===== src/rtl/regfile_2r1w.sv =====
// Parametrised 2-read/1-write register file with registered reads, write-to-read
// bypass, optional hardwired-zero entry 0 and a one-entry-per-cycle clear sweep.
module regfile_2r1w #(
  parameter int unsigned WIDTH    = 32,
  parameter int unsigned DEPTH    = 32,
  parameter bit          ZERO_REG = 1'b1,
  localparam int unsigned AW      = $clog2(DEPTH)
) (
  input  logic             clk,
  input  logic             rstN,
  input  logic [AW-1:0]    rAddrA,
  input  logic [AW-1:0]    rAddrB,
  input  logic             rEnA,
  input  logic             rEnB,
  output logic [WIDTH-1:0] rDataA,
  output logic [WIDTH-1:0] rDataB,
  input  logic [AW-1:0]    wAddr,
  input  logic [WIDTH-1:0] wData,
  input  logic             writeEn,
  input  logic             clrReq,
  output logic             busy
);

  typedef enum logic {
    IDLE  = 1'b0,
    CLEAR = 1'b1
  } state_e;

  state_e           state_q;
  logic [AW:0]      cnt_q;
  logic             busy_q;
  logic [WIDTH-1:0] mem_q [DEPTH];

  logic             wr_en;
  logic [WIDTH-1:0] rd_a_d;
  logic [WIDTH-1:0] rd_b_d;

  // Writes are dropped during a sweep and, with ZERO_REG, to entry 0.
  always_comb begin
    wr_en = writeEn && !busy_q;
    if (ZERO_REG && (wAddr == '0)) wr_en = 1'b0;
  end

  // Read mux: new write data wins, then sweep and zero-entry force to 0.
  always_comb begin
    rd_a_d = mem_q[rAddrA];
    if (wr_en && (wAddr == rAddrA)) rd_a_d = wData;
    if (busy_q || (ZERO_REG && (rAddrA == '0))) rd_a_d = '0;
  end

  always_comb begin
    rd_b_d = mem_q[rAddrB];
    if (wr_en && (wAddr == rAddrB)) rd_b_d = wData;
    if (busy_q || (ZERO_REG && (rAddrB == '0))) rd_b_d = '0;
  end

  always_ff @(posedge clk or negedge rstN) begin
    if (!rstN) begin
      rDataA <= '0;
      rDataB <= '0;
    end else begin
      if (rEnA) rDataA <= rd_a_d;
      if (rEnB) rDataB <= rd_b_d;
    end
  end

  // Clear FSM; the counter is one bit wider than the address so it can reach DEPTH.
  always_ff @(posedge clk or negedge rstN) begin
    if (!rstN) begin
      state_q <= IDLE;
      cnt_q   <= '0;
      busy_q  <= 1'b0;
    end else begin
      case (state_q)
        IDLE: begin
          if (clrReq) begin
            state_q <= CLEAR;
            cnt_q   <= '0;
            busy_q  <= 1'b1;
          end
        end
        CLEAR: begin
          cnt_q <= cnt_q + (AW+1)'(1);
          if (cnt_q == (AW+1)'(DEPTH - 1)) begin
            state_q <= IDLE;
            busy_q  <= 1'b0;
          end
        end
      endcase
    end
  end

  always_ff @(posedge clk or negedge rstN) begin
    if (!rstN) begin
      for (int i = 0; i < int'(DEPTH); i++) mem_q[i] <= '0;
    end else begin
      for (int i = 0; i < int'(DEPTH); i++) begin
        if (busy_q && (cnt_q[AW-1:0] == AW'(i))) begin
          mem_q[i] <= '0;
        end else if (wr_en && (wAddr == AW'(i))) begin
          mem_q[i] <= wData;
        end
      end
    end
  end

  assign busy = busy_q;

endmodule


===== config.mk =====
export PLATFORM = sky130hd
export DESIGN_NAME = regfile_2r1w
export DESIGN_NICKNAME = d
export VERILOG_FILES = /design/src/rtl/regfile_2r1w.sv
export SDC_FILE = /design/constraint.sdc
export NUM_CORES = 2
export LEC_CHECK = 0
export CORE_AREA = 2 2 352 354
export DETAILED_ROUTE_END_ITERATION = 16
export DIE_AREA = 0 0 354 356
export DONT_BUFFER_PORTS = 1
export MAX_ROUTING_LAYER = met4
export PLACE_DENSITY_LB_ADDON = 0.15
export SLEW_MARGIN = 20
export SYNTH_ARGS = -nofsm -noshare
export SYNTH_HDL_FRONTEND = slang
export SYNTH_SLANG_ARGS = --single-unit

===== constraint.sdc =====
create_clock -name clk -period 4.5 [get_ports clk]
set_input_delay 0.225 -clock clk [delete_from_list [all_inputs] [get_ports clk]]
set_output_delay 0.225 -clock clk [all_outputs]
set_load 0.05 [all_outputs]

==> impl_metrics.toml <==
[drt]
post_drt_wl_per_cell_um = 30.8
drt_iter0_markers = 6641
route.antenna.remaining_nets = 0
drt_drc = 0
finalWirelength_mm = 243
num_vias = 52500
drt-pass1-iter-count = 6
detail_route.vias_per_cell = 6.65

[synth]
syn-instance-count = 6451
synth-edff-count = 0
yosysWarningCount = 0
synthDistinctLibCells = 50
synthArstFlopShare_pct = 100
post_synth_instance_area_mm2 = 0.0606
mappedNetlistNets = 6510
ys_seq_area_share_pct = 45.3
synth.avg_cell_area_um2 = 9.39
ys_seq_elements = 1096
synth_flop_cell = "sky130_fd_sc_hd__dfrtp_1"

[global_routing]
first_pass_grt_wire_length_mm = 354
grt.overflow.total = 0
global_route.usage.total_pct = 39.4
antenna_found_initial = 5
vias_in_the_first_global_route = 51200
largest_net_degree_at_the_start_of_global_routing = 385

[clocking]
clockRootBuffer = "sky130_fd_sc_hd__clkbuf_16"
tritoncts.num_buffers = 121
clock_tree_from_tritoncts = "yes"
clock_sink_count = 1096
cts_repair_resize_count = 0
setup_fix_bufs_post_cts = 0
cts_htree_levels = 3
worst_setup_hold_path_clk_slew_ns = 0.06
clk-insertion-delay-late_ns = 0.76
clock_tree.buffer_depth = 3

[timing]
timing.final.setup_violations = 0
maxClockFrequency_ghz = 0.244
worst-slew-pin-transition_ns = 3.72
worst_slew_margin_rel_pct = -148
timing.final.crit_share_pct = 91.0
timing.final.crit_period_ns = 4.09
max_slew_vio_count = 330
hold_violations = 0
rsz_0062_raised_after_global_routing = "no"
setup_tns_ns = 0
final.setup_skew_ns = 0.0346

[finish]
area_delta_synth_final_pct = 11.2
nNetsFinal = 6213
most_frequent_standard_cell_in_the_layout_excluding_fill_and_tap_cells = "sky130_fd_sc_hd__nand2_1"
most-common-layout-cells = "sky130_fd_sc_hd__nand2_1, sky130_fd_sc_hd__dfrtp_1, sky130_fd_sc_hd__a21oi_1, sky130_fd_sc_hd__mux2i_1, sky130_fd_sc_hd__mux4_2"
fraction_of_final_layout_cells_with_drive_strength_greater_than_1_pct = 14.0
filler_cell_count = 10900

[floorplan]
die_footprint_mm2 = 0.126
core.rowCount = 129
start_util_pct = 49.4
die_width_um = 354
num_io_pins = 118
die_h_um = 356
floorplan.core_area_mm2 = 0.123

[setup_path]
critical_path_required_ns = 5.12
crit-reg2reg-capture = "rDataB[30]"
critical_path_start_end_classification = "in2reg"
minimum_setup_slack_among_reg_to_reg_paths_ns = 1.15
worstSetupStartpointType = "input pin"
crit_family = "multiplexers"
crit_path_top_delay_cell = "sky130_fd_sc_hd__mux4_2"
critical_path_depth = 5
crit_arrival_ns = 4.72
crit_path_max_fanout = 384
timing.critical_path.to_type = "flop"
r2r.worst_path.cells = 8
buffers_and_inverters_on_the_worst_path = 2
rr_startpoint = "busy"
timing.critical_path.slowest_cell_delay_ns = 1.23
crit_chain = "mux4_2 > o41ai_1 > dlygate4sd3_1 > o41ai_1 > dlygate4sd3_1"

[power_and_ir_drop]
total_power_mw = 31.4
power.ir.vdd_worst_v = 0.000354
power.leakage_nw = 28.4
power.density_mw_per_mm2 = 467

[placement]
dp.final_hpwl_mm = 134
port_buffers = 0
finalWeightedCongestion = 0.899

[outcome]
violations_in_the_final_reports = "slew limit"
run_status = "complete, but fails checks"

[job]
cap_viol_max_count = 0

[min_path]
hold_class = "in2async"
==> layout make-up <==
cell class,count,area (um2),share of cell area [%]
multi-input cells,4673,30900,45.8
flip-flops and latches,1096,27400,40.7
clock buffers,190,3710,5.51
repair buffers,253,2820,4.18
well taps,1637,2050,3.04
clock inverters,36,428,0.635
inverters,9,33.8,0.0502
diodes,6,15.0,0.0223
==> synthesized netlist by cell type, types with 5 or more instances <==
cell type	number	share of area, %
sky130_fd_sc_hd__buf_2	145	1.2
sky130_fd_sc_hd__or2_2	62	0.64
sky130_fd_sc_hd__o31ai_2	60	1.2
sky130_fd_sc_hd__buf_4	38	0.47
sky130_fd_sc_hd__and2_1	36	0.37
sky130_fd_sc_hd__nor3_2	15	0.25
sky130_fd_sc_hd__buf_6	8	0.15
sky130_fd_sc_hd__o22ai_1	126	1.3
sky130_fd_sc_hd__nor2b_1	69	0.71
sky130_fd_sc_hd__inv_1	9	0.056
sky130_fd_sc_hd__a21oi_1	998	8.2
sky130_fd_sc_hd__buf_1	5	0.031
sky130_fd_sc_hd__nand4_1	63	0.65
sky130_fd_sc_hd__nor3_1	13	0.11
sky130_fd_sc_hd__a22oi_1	252	3.1
sky130_fd_sc_hd__nand2_1	1997	12
sky130_fd_sc_hd__nand2b_1	9	0.093
sky130_fd_sc_hd__ha_1	6	0.12
sky130_fd_sc_hd__nor4_1	5	0.052
sky130_fd_sc_hd__clkbuf_1	477	3.0
sky130_fd_sc_hd__nor3_4	10	0.27
sky130_fd_sc_hd__dfrtp_1	1096	45
sky130_fd_sc_hd__xor2_1	6	0.087
sky130_fd_sc_hd__nor2_1	23	0.14
sky130_fd_sc_hd__mux2i_1	504	8.3
sky130_fd_sc_hd__nor4b_1	7	0.10
sky130_fd_sc_hd__nand3b_1	5	0.062
sky130_fd_sc_hd__a41oi_1	64	0.93
sky130_fd_sc_hd__mux4_2	260	9.7
sky130_fd_sc_hd__o31ai_1	5	0.062
sky130_fd_sc_hd__nand3_1	38	0.31
==> kinds of logic after synthesis <==
group / after synthesis / share of synthesized area [%]
AO/OA/AOI/OAI: 1517 / 15.1
adder cells (fa/ha/maj): 6 / 0.124
XOR/XNOR: 10 / 0.145
AND/OR/NAND/NOR: 2375 / 16.5
flip-flops: 1096 / 45.3
multiplexers: 765 / 18.0
buffers and inverters: 682 / 4.86
==> state kept, by name, summed over array words and instances, names as in the netlist <==
| register | flops |
|---|---|
| state_q | 1 |
| rDataB | 32 |
| cnt_q | 6 |
| busy | 1 |
| rDataA | 32 |
| mem_q | 1024 |
==> worst max-delay path by stage <==
stage,start,endpoint
after floorplan,busy,mem_q[737]
after global placement,rstN,mem_q[142]
after detailed placement,rstN,mem_q[46]
after CTS,rstN,mem_q[204]
after global routing,rstN,mem_q[241]
final,rAddrA[2],rDataA[26]
==> power breakdown <==
| part | total (mW) | internal [mW] | switching (mW) |
|---|---|---|---|
| registers | 14.2 | 11.9 | 2.20 |
| logic | 6.87 | 3.06 | 3.82 |
| clock network | 10.4 | 6.08 | 4.33 |
==> stage by stage <==
stage          utilization (%)  hold WS (ns)  area (um2)  worst slack (ns)  instances
5_1_grt                   54.9        0.0963       67300             0.854       7900
4_1_cts                   54.9        0.0617       67300              1.23       7894
3_5_place_dp              50.3       -0.0683       61700              1.22       7556
3_3_place_gp              50.2       -0.0681       61600              1.44       7552
2_1_floorplan                -       -0.0706       60600              2.33       6451
6_report                  54.9        0.0736       67300             0.407       7900
==> tightest hold or removal path: stages <==
cell                            delay (ns)
sky130_fd_sc_hd__dlygate4sd3_1        0.59
sky130_fd_sc_hd__buf_12               0.15
sky130_fd_sc_hd__buf_12               0.19
==> routing by layer <==
layer	share of wire, %	global-route usage (%)	wire length, um
met5	0	-	0
met4	5.3	19.3	12900
met3	13	12.4	31800
met2	44	57.5	108000
met1	37	49.6	90300
==> repair_timing <==
action	CTS	global route
hold buffers	112	0
endpoints found under the hold margin	1306	0
endpoints found under the setup margin	0	0
No activity file was read; power rests on OpenSTA's default activity.
